===== config.mk =====
export PLATFORM = sky130hd
export DESIGN_NAME = regbank_sequencer
export DESIGN_NICKNAME = d
export VERILOG_FILES = /design/src/rtl/regbank_sequencer.sv
export SDC_FILE = /design/constraint.sdc
export NUM_CORES = 1
export LEC_CHECK = 0
export CORE_ASPECT_RATIO = 1.4
export CORE_MARGIN = 5
export CORE_UTILIZATION = 35
export CTS_CLUSTER_DIAMETER = 60
export DETAILED_ROUTE_END_ITERATION = 8
export GPL_ROUTABILITY_DRIVEN = 0
export PLACE_DENSITY = 0.7
export SLEW_MARGIN = 20
export SYNTH_ARGS = -nofsm -noshare
export SYNTH_HDL_FRONTEND = slang
export SYNTH_SLANG_ARGS = --single-unit

===== constraint.sdc =====
create_clock -name clk -period 3.2 [get_ports clk]
set_input_delay 0.64 -clock clk [delete_from_list [all_inputs] [get_ports clk]]
set_output_delay 0.64 -clock clk [all_outputs]
set_load 0.02 [all_outputs]

===== src/rtl/regbank_sequencer.sv =====
// Initiator for a single-port register bank: serialises a two-operand read and a
// one-register write-back onto the bank port, one access per cycle.
module regbank_sequencer #(
  parameter int unsigned DATA_WIDTH     = 32,
  parameter int unsigned REG_ADDR_WIDTH = 4
) (
  input  logic                      clk,
  input  logic                      reset,
  input  logic                      req_valid,
  output logic                      req_ready,
  input  logic [REG_ADDR_WIDTH-1:0] req_rs1,
  input  logic [REG_ADDR_WIDTH-1:0] req_rs2,
  output logic                      rsp_valid,
  input  logic                      rsp_ready,
  output logic [DATA_WIDTH-1:0]     rsp_rs1_data,
  output logic [DATA_WIDTH-1:0]     rsp_rs2_data,
  input  logic                      wr_valid,
  output logic                      wr_ready,
  input  logic [REG_ADDR_WIDTH-1:0] wr_rd,
  input  logic [DATA_WIDTH-1:0]     wr_data,
  output logic [REG_ADDR_WIDTH-1:0] regNum,
  output logic [DATA_WIDTH-1:0]     dataIn,
  output logic                      writeEnable,
  input  logic [DATA_WIDTH-1:0]     dataOut
);

  typedef enum logic [2:0] {
    StIdle,
    StRd1,
    StRd2,
    StCap2,
    StResp,
    StWr
  } state_e;

  state_e                    state_q;
  logic [REG_ADDR_WIDTH-1:0] rs1_q;
  logic [REG_ADDR_WIDTH-1:0] rs2_q;

  // Writes win over reads in IDLE so a read issued alongside a write sees its result.
  assign wr_ready  = reset && (state_q == StIdle);
  assign req_ready = reset && (state_q == StIdle) && !wr_valid;

  // Bank port signals are registered on the transition into the state that owns them,
  // so regNum/dataIn/writeEnable are valid for the whole cycle of that state.
  always_ff @(posedge clk) begin
    if (!reset) begin
      state_q      <= StIdle;
      rs1_q        <= '0;
      rs2_q        <= '0;
      regNum       <= '0;
      dataIn       <= '0;
      writeEnable  <= 1'b0;
      rsp_valid    <= 1'b0;
      rsp_rs1_data <= '0;
      rsp_rs2_data <= '0;
    end else begin
      unique case (state_q)
        StIdle: begin
          if (wr_valid) begin
            regNum      <= wr_rd;
            dataIn      <= wr_data;
            writeEnable <= (wr_rd != '0);
            state_q     <= StWr;
          end else if (req_valid) begin
            rs1_q   <= req_rs1;
            rs2_q   <= req_rs2;
            regNum  <= req_rs1;
            state_q <= StRd1;
          end
        end
        StWr: begin
          writeEnable <= 1'b0;
          dataIn      <= '0;
          state_q     <= StIdle;
        end
        StRd1: begin
          regNum  <= rs2_q;
          state_q <= StRd2;
        end
        StRd2: begin
          // dataOut now reflects rs1, driven during RD1.
          rsp_rs1_data <= (rs1_q == '0) ? '0 : dataOut;
          state_q      <= StCap2;
        end
        StCap2: begin
          rsp_rs2_data <= (rs2_q == '0) ? '0 : dataOut;
          rsp_valid    <= 1'b1;
          state_q      <= StResp;
        end
        StResp: begin
          if (rsp_ready) begin
            rsp_valid <= 1'b0;
            state_q   <= StIdle;
          end
        end
        default: state_q <= StIdle;
      endcase
    end
  end

endmodule


==> flow_summary_export.csv, run 1 <==
group,metric,value,unit
outcome,outcome,"complete, no violations",
synth,yosysWarnings,0,
job,drv_cap,0,
floorplanning,die_area,15300,µm²
synth,synth_area,4500,µm²
floorplanning,die_h,144,µm
synth,syn_avg_cell_area,9.36,µm²
synth,syn_nets,562,
global_routing,grt_max_degree,105,
cts,hold_buffers,0,
final_layout,drive_above_1_share,10.9,%
worst_setup_path,arrival,1.92,ns
sta,min_period,2.56,ns
worst_setup_path,cp-start-kind,"register",
drt,drc_errors,0,
sta,finalCritPeriodShare,79.9,%
worst_setup_path,max_stage_delay,0.63,ns
global_routing,track_usage,17.4,%
sta,worstMarginPinSlew,0.923,ns
cts,cts_root_buffer,"clkbuf_16",
synth,yosysSeqAreaShare,50.3,%
synth,synth_cell_types,37,
final_layout,stdcell_area,6990,µm²
drt,first_iter_violations,160,
drt,wl,13.4,mm
global_routing,grt_first_pass_wirelength,21.4,mm
drt,viasPerCell,5.14,
cts,cts_buffers,17,
worst_setup_path,cpMaxStageDelayCell,"clkdlybuf4s50_1",
worst_setup_path,endpoint_kind,"output pin",
final_layout,syn2layout_area_growth,55.3,%
worst_setup_path,cp_cell_sequence,"or3b_4, nor3_1, clkdlybuf4s50_1",
final_layout,nets,728,
hold_path,hp-class,"register to register",
power_and_ir_drop,power.total,4.21,mW
synth,synth_top_cell_by_area,"dfxtp_1",
drt,wl_per_cell,16.5,µm
global_routing,grt_pass1_vias,4285,
synth,yosysTopAreaCellShare,50.3,%
worst_setup_path,critPathKind,"register to output pin",
floorplanning,die_x,106,µm
cts,cts.sinks,113,
cts,cts_setup_buffers,0,
floorplanning,core,12800,µm²
cts,cts_tree,"yes",
placed_design,place_area,6370,µm²
drt,vias,4182,
sta,maxSlewViolCount,0,
worst_setup_path,cp_max_fo,4,
drt,antenna_left,0,
worst_setup_path,reg2reg_from,"state_q[1]",
global_routing,antenna_found_initial,0,
sta,max-slew-margin-rel,38.5,%
placed_design,io_buffers,184,
floorplanning,io_pins,185,
synth,netlist_instances,481,
sta,fin_setup_tns,0,ns
hold_path,hp-start,"rsp_rs2_data[14]",
final_layout,n_antenna_cell,0,
power_and_ir_drop,power.leakage,2.58,nW
floorplanning,rows,49,
cts,insertion_delay,0.39,ns
sta,rsz0062_at_grt,"false",
sta,final_hold_viol_count,0,
power_and_ir_drop,p_per_area,602,nW/µm²
synth,ys_seq_elements,113,
worst_setup_path,required,2.56,ns
floorplanning,start_util,35.3,%
placed_design,dp_hpwl,9.26,mm
cts,cts_max_path_buffers,2,
power_and_ir_drop,vdd_drop_max,0.350,mV
sta,clock.fmax,391,MHz
drt,drtPass1Iterations,4,
sta,setup_viol,0,
cts,post_cts_resize_count,0,
global_routing,grt_remaining_overflow,0,
cts,htreeDepth,4,
sta,clock_skew,0.00641,ns
cts,clkTransAtPathRegs,0.05,ns
worst_setup_path,critPathLaunch,"state_q[2]",
synth,synth_area_leaders,"dfxtp_1 (50%), a21boi_1 (12%), nand2_1 (7.4%), nand3_1 (7.1%), a32o_2 (5.0%)",
registers in the layout, indices dropped and copies added (netlist names):
register,cells
state_q,3
regNum,4
writeEnable,1
rsp_rs2_data,32
dataIn,32
rs2_q,4
rsp_valid,1
rs1_q,4
rsp_rs1_data,32
final timing paths:
path | depth (start not counted) | slack [ns] | end
setup / recovery | 3 | 0.64 | req_ready
hold reg to reg | 2 | 0.45 | rsp_rs2_data[14]
setup reg to reg | 3 | 1.29 | rsp_rs1_data[5]
hold / removal | 2 | 0.45 | rsp_rs2_data[14]
critical path: cells and delay by family, from the launching register on:
kind          cells  cell delay, ns
flops             1            0.32
buf+inv           1            0.63
simple gates      2            0.58
power breakdown:
group | switching [mW] | internal, mW
Sequential | 0.0493 | 1.49
Combinational | 0.388 | 0.324
Clock | 0.618 | 1.34
final cells by class:
type	count	area [µm²]
timing repair buffer	193	1900
tap	153	191
sequential	113	2260
clock buffer	22	464
inverter	3	11.3
multi-input combinational	319	2000
fill	1155	5760
clock inverter	10	158
synth_stat cells (all sizes together):
library cell	number
nor4b	1
o21ai	2
nor3b	4
a21o	1
and2	1
or4b	2
or4	4
nand3	64
or3b	3
o31ai	2
a21boi	73
nand2	89
and3	9
dfxtp	113
nor3	4
inv	3
nand3b	1
a21oi	11
clkbuf	26
a32o	23
nor4	1
and3b	1
o22ai	8
buf	20
mux2	4
nor2	2
xor2	1
o21a	8
through the flow:
step	cells	util, %	hold WS (ns)	worst slack (ns)
floorplan	481	-	0.513	1.05
global placement	781	49.9	0.436	0.626
detailed placement	781	49.9	0.441	0.580
CTS	813	54.8	0.449	0.608
global route	813	54.8	0.467	0.537
finish	813	54.8	0.447	0.642
per-layer routing:
layer / global-route usage, % / up-vias / routed length (µm)
met5: 0 / - / 0
met4: 5.87 / 0 / 217
met3: 6.12 / 15 / 995
met2: 30.5 / 169 / 6670
met1: 19.8 / 1947 / 5530
li1: - / 2051 / -
kinds of logic (layout without fill, tap and decap cells):
| family | Yosys count | in the layout | synth area share, % |
|---|---|---|---|
| AO/OA/AOI/OAI | 128 | 128 | 22.4 |
| XOR/XNOR | 1 | 1 | 0.195 |
| buffers and inverters | 49 | 228 | 5.50 |
| flip-flops | 113 | 113 | 50.3 |
| multiplexers | 4 | 4 | 1.00 |
| AND/OR/NAND/NOR | 186 | 186 | 20.7 |
cell usage in the layout (no fill, tap or decap), types with 4 or more instances in the layout:
cell type        instances
nand2_1                 89
a21oi_1                 11
o22ai_1                  8
bufinv_16                4
mux2_2                   4
o21a_1                   8
a21boi_1                71
nor3_1                   4
dfxtp_1                113
and3_1                   9
buf_4                    9
nand3_1                 64
clkbuf_16               17
a32o_2                  20
clkdlybuf4s50_1        183
clkinv_2                 4
(Power assumes the default switching activity.)
==> inputs of run 2 (changes only) <==
--- a/config.mk
+++ b/config.mk
@@ -11,7 +11,7 @@
 export CTS_CLUSTER_DIAMETER = 60
 export DETAILED_ROUTE_END_ITERATION = 8
 export GPL_ROUTABILITY_DRIVEN = 0
-export PLACE_DENSITY = 0.7
+export PLACE_DENSITY = 0.73
 export SLEW_MARGIN = 20
 export SYNTH_ARGS = -nofsm -noshare
 export SYNTH_HDL_FRONTEND = slang
==> constraint.sdc (replaced) <==
create_clock -name clk -period 2.1 [get_ports clk]
set_input_delay 0.42 -clock clk [delete_from_list [all_inputs] [get_ports clk]]
set_output_delay 0.42 -clock clk [all_outputs]
set_load 0.02 [all_outputs]
==> flow_summary_export.csv, run 2 (synthesis results as in run 1) <==
group,metric,value,unit
outcome,outcome,"complete, no violations",
floorplanning,core,12800,µm²
global_routing,grt_pass1_vias,4555,
drt,wl,13.9,mm
global_routing,grt_remaining_overflow,0,
sta,worstMarginPinSlew,0.905,ns
worst_setup_path,worstReg2RegEnd,"dataIn[4]",
cts,clkTransAtPathRegs,0.05,ns
final_layout,ff_latch_area,2260,µm²
cts,cts_setup_buffers,0,
global_routing,antenna_found_initial,0,
drt,first_iter_violations,129,
cts,post_cts_resize_count,2,
sta,finalCritPeriodShare,95.1,%
placed_design,io_buffers,184,
final_layout,n_antenna_cell,0,
cts,insertion_delay,0.40,ns
cts,cts_tree,"yes",
sta,maxSlewViolCount,0,
placed_design,post-place-ws,-0.0227,ns
job,drv_cap,0,
worst_setup_path,cp-start-kind,"register",
worst_setup_path,r2r_setup_slack,0.45,ns
placed_design,dp_hpwl,9.92,mm
cts,cts_root_buffer,"clkbuf_16",
sta,min_period,2.00,ns
drt,viasPerCell,5.26,
worst_setup_path,required,1.68,ns
cts,cts_buffers,17,
final_layout,drive_above_1_share,12.4,%
hold_path,hp-class,"register to register",
worst_setup_path,critPathKind,"register to output pin",
final_layout,syn2layout_area_growth,57.4,%
final_layout,layout_commonest_cell,"clkdlybuf4s50_1",
worst_setup_path,worstRegToRegCells,5,
final_layout,nFillCells,1137,
placed_design,dp_cells,792,
worst_setup_path,cp_max_fo,3,
floorplanning,start_util,35.3,%
sta,clock_skew,0.00843,ns
sta,final_hold_viol_count,0,
final_layout,multiInputGateArea,2000,µm²
floorplanning,die_h,144,µm
final_layout,nets,739,
sta,clock.fmax,501,MHz
sta,setup_viol,0,
sta,layout_setup_ws,0.102,ns
final_layout,top_regs,"dataIn x32, rsp_rs1_data x32, rsp_rs2_data x32",
drt,antenna_left,0,
floorplanning,die_x,106,µm
worst_setup_path,reg2reg_from,"state_q[2]",
global_routing,grt_max_degree,105,
cts,hold_buffers,0,
drt,vias,4326,
worst_setup_path,critPathLaunch,"state_q[2]",
drt,wl_per_cell,16.9,µm
drt,drtPass1Iterations,4,
final_layout,instances_no_fill,823,
global_routing,grt_first_pass_wirelength,22.4,mm
floorplanning,rows,49,
floorplanning,io_pins,185,
worst_setup_path,cp-endpoint,"req_ready",
power_and_ir_drop,p_per_area,910,nW/µm²
floorplanning,die_area,15300,µm²
power_and_ir_drop,power.leakage,2.64,nW
worst_setup_path,arrival,1.58,ns
cts,htreeDepth,4,
cts,cts.sinks,113,
cts,cts_max_path_buffers,2,
final_layout,final_cell_mix,"clkdlybuf4s50_1 (181), dfxtp_1 (113), nand2_1 (89)",
global_routing,track_usage,18.1,%
worst_setup_path,endpoint_kind,"output pin",
power_and_ir_drop,vdd_drop_max,0.528,mV
drt,drc_errors,0,
sta,rsz0062_at_grt,"false",
sta,max-slew-margin-rel,39.7,%
run 2: how the worst min path moves through the flow:
stage | cells past startpoint | end | startpoint
finish | 2 | rsp_rs2_data[16] | rsp_rs2_data[16]
CTS | 2 | rsp_rs1_data[25] | rsp_rs1_data[25]
global route | 2 | rsp_rs2_data[16] | rsp_rs2_data[16]
floorplan | 2 | regNum[2] | rs2_q[2]
global placement | 2 | rsp_rs1_data[13] | rsp_rs1_data[13]
detailed placement | 2 | rsp_rs1_data[25] | rsp_rs1_data[25]
run 2: layout make-up:
cell class | count | share of cell area [%]
flip-flops and latches | 113 | 31.9
inverters | 3 | 0.159
multi-input cells | 319 | 28.2
clock inverters | 9 | 1.82
repair buffers | 204 | 28.2
well taps | 153 | 2.70
clock buffers | 22 | 6.98
run 2: report_power, final:
part           total [mW]  switching, mW  leakage, nW  internal [mW]
registers            2.33         0.0666        0.917           2.26
logic                1.14          0.613         1.42          0.530
clock network        2.97          0.961        0.304           2.01
total                6.44           1.64         2.64           4.81
run 2: metal layers:
| layer | vias to the layer above | part of all wire [%] | track usage [%] |
|---|---|---|---|
| met5 | - | 0 | 0 |
| met4 | 0 | 1.5 | 7.23 |
| met3 | 19 | 7.1 | 5.49 |
| met2 | 168 | 53 | 32.5 |
| met1 | 2079 | 39 | 20.0 |
| li1 | 2060 | - | - |
run 2: critical path, cell delays in order (launching register included):
cell and delay (ns):
dfxtp_1 0.31, or3b_4 0.40, nor3_1 0.14, clkdlybuf4s15_1 0.33
run 2: per-stage QoR:
stage / hold slack (ns) / utilization (%) / setup TNS [ns] / cell area [µm²] / power [mW]
global placement: 0.440 / 50.7 / 0 / 6460 / 3.49
detailed placement: 0.445 / 50.7 / -0.120 / 6460 / 3.52
finish: 0.448 / 55.5 / 0 / 7080 / 6.44
floorplan: 0.513 / - / 0 / 4500 / 2.99
CTS: 0.452 / 55.5 / 0 / 7080 / 6.51
global route: 0.470 / 55.5 / 0 / 7080 / 6.69
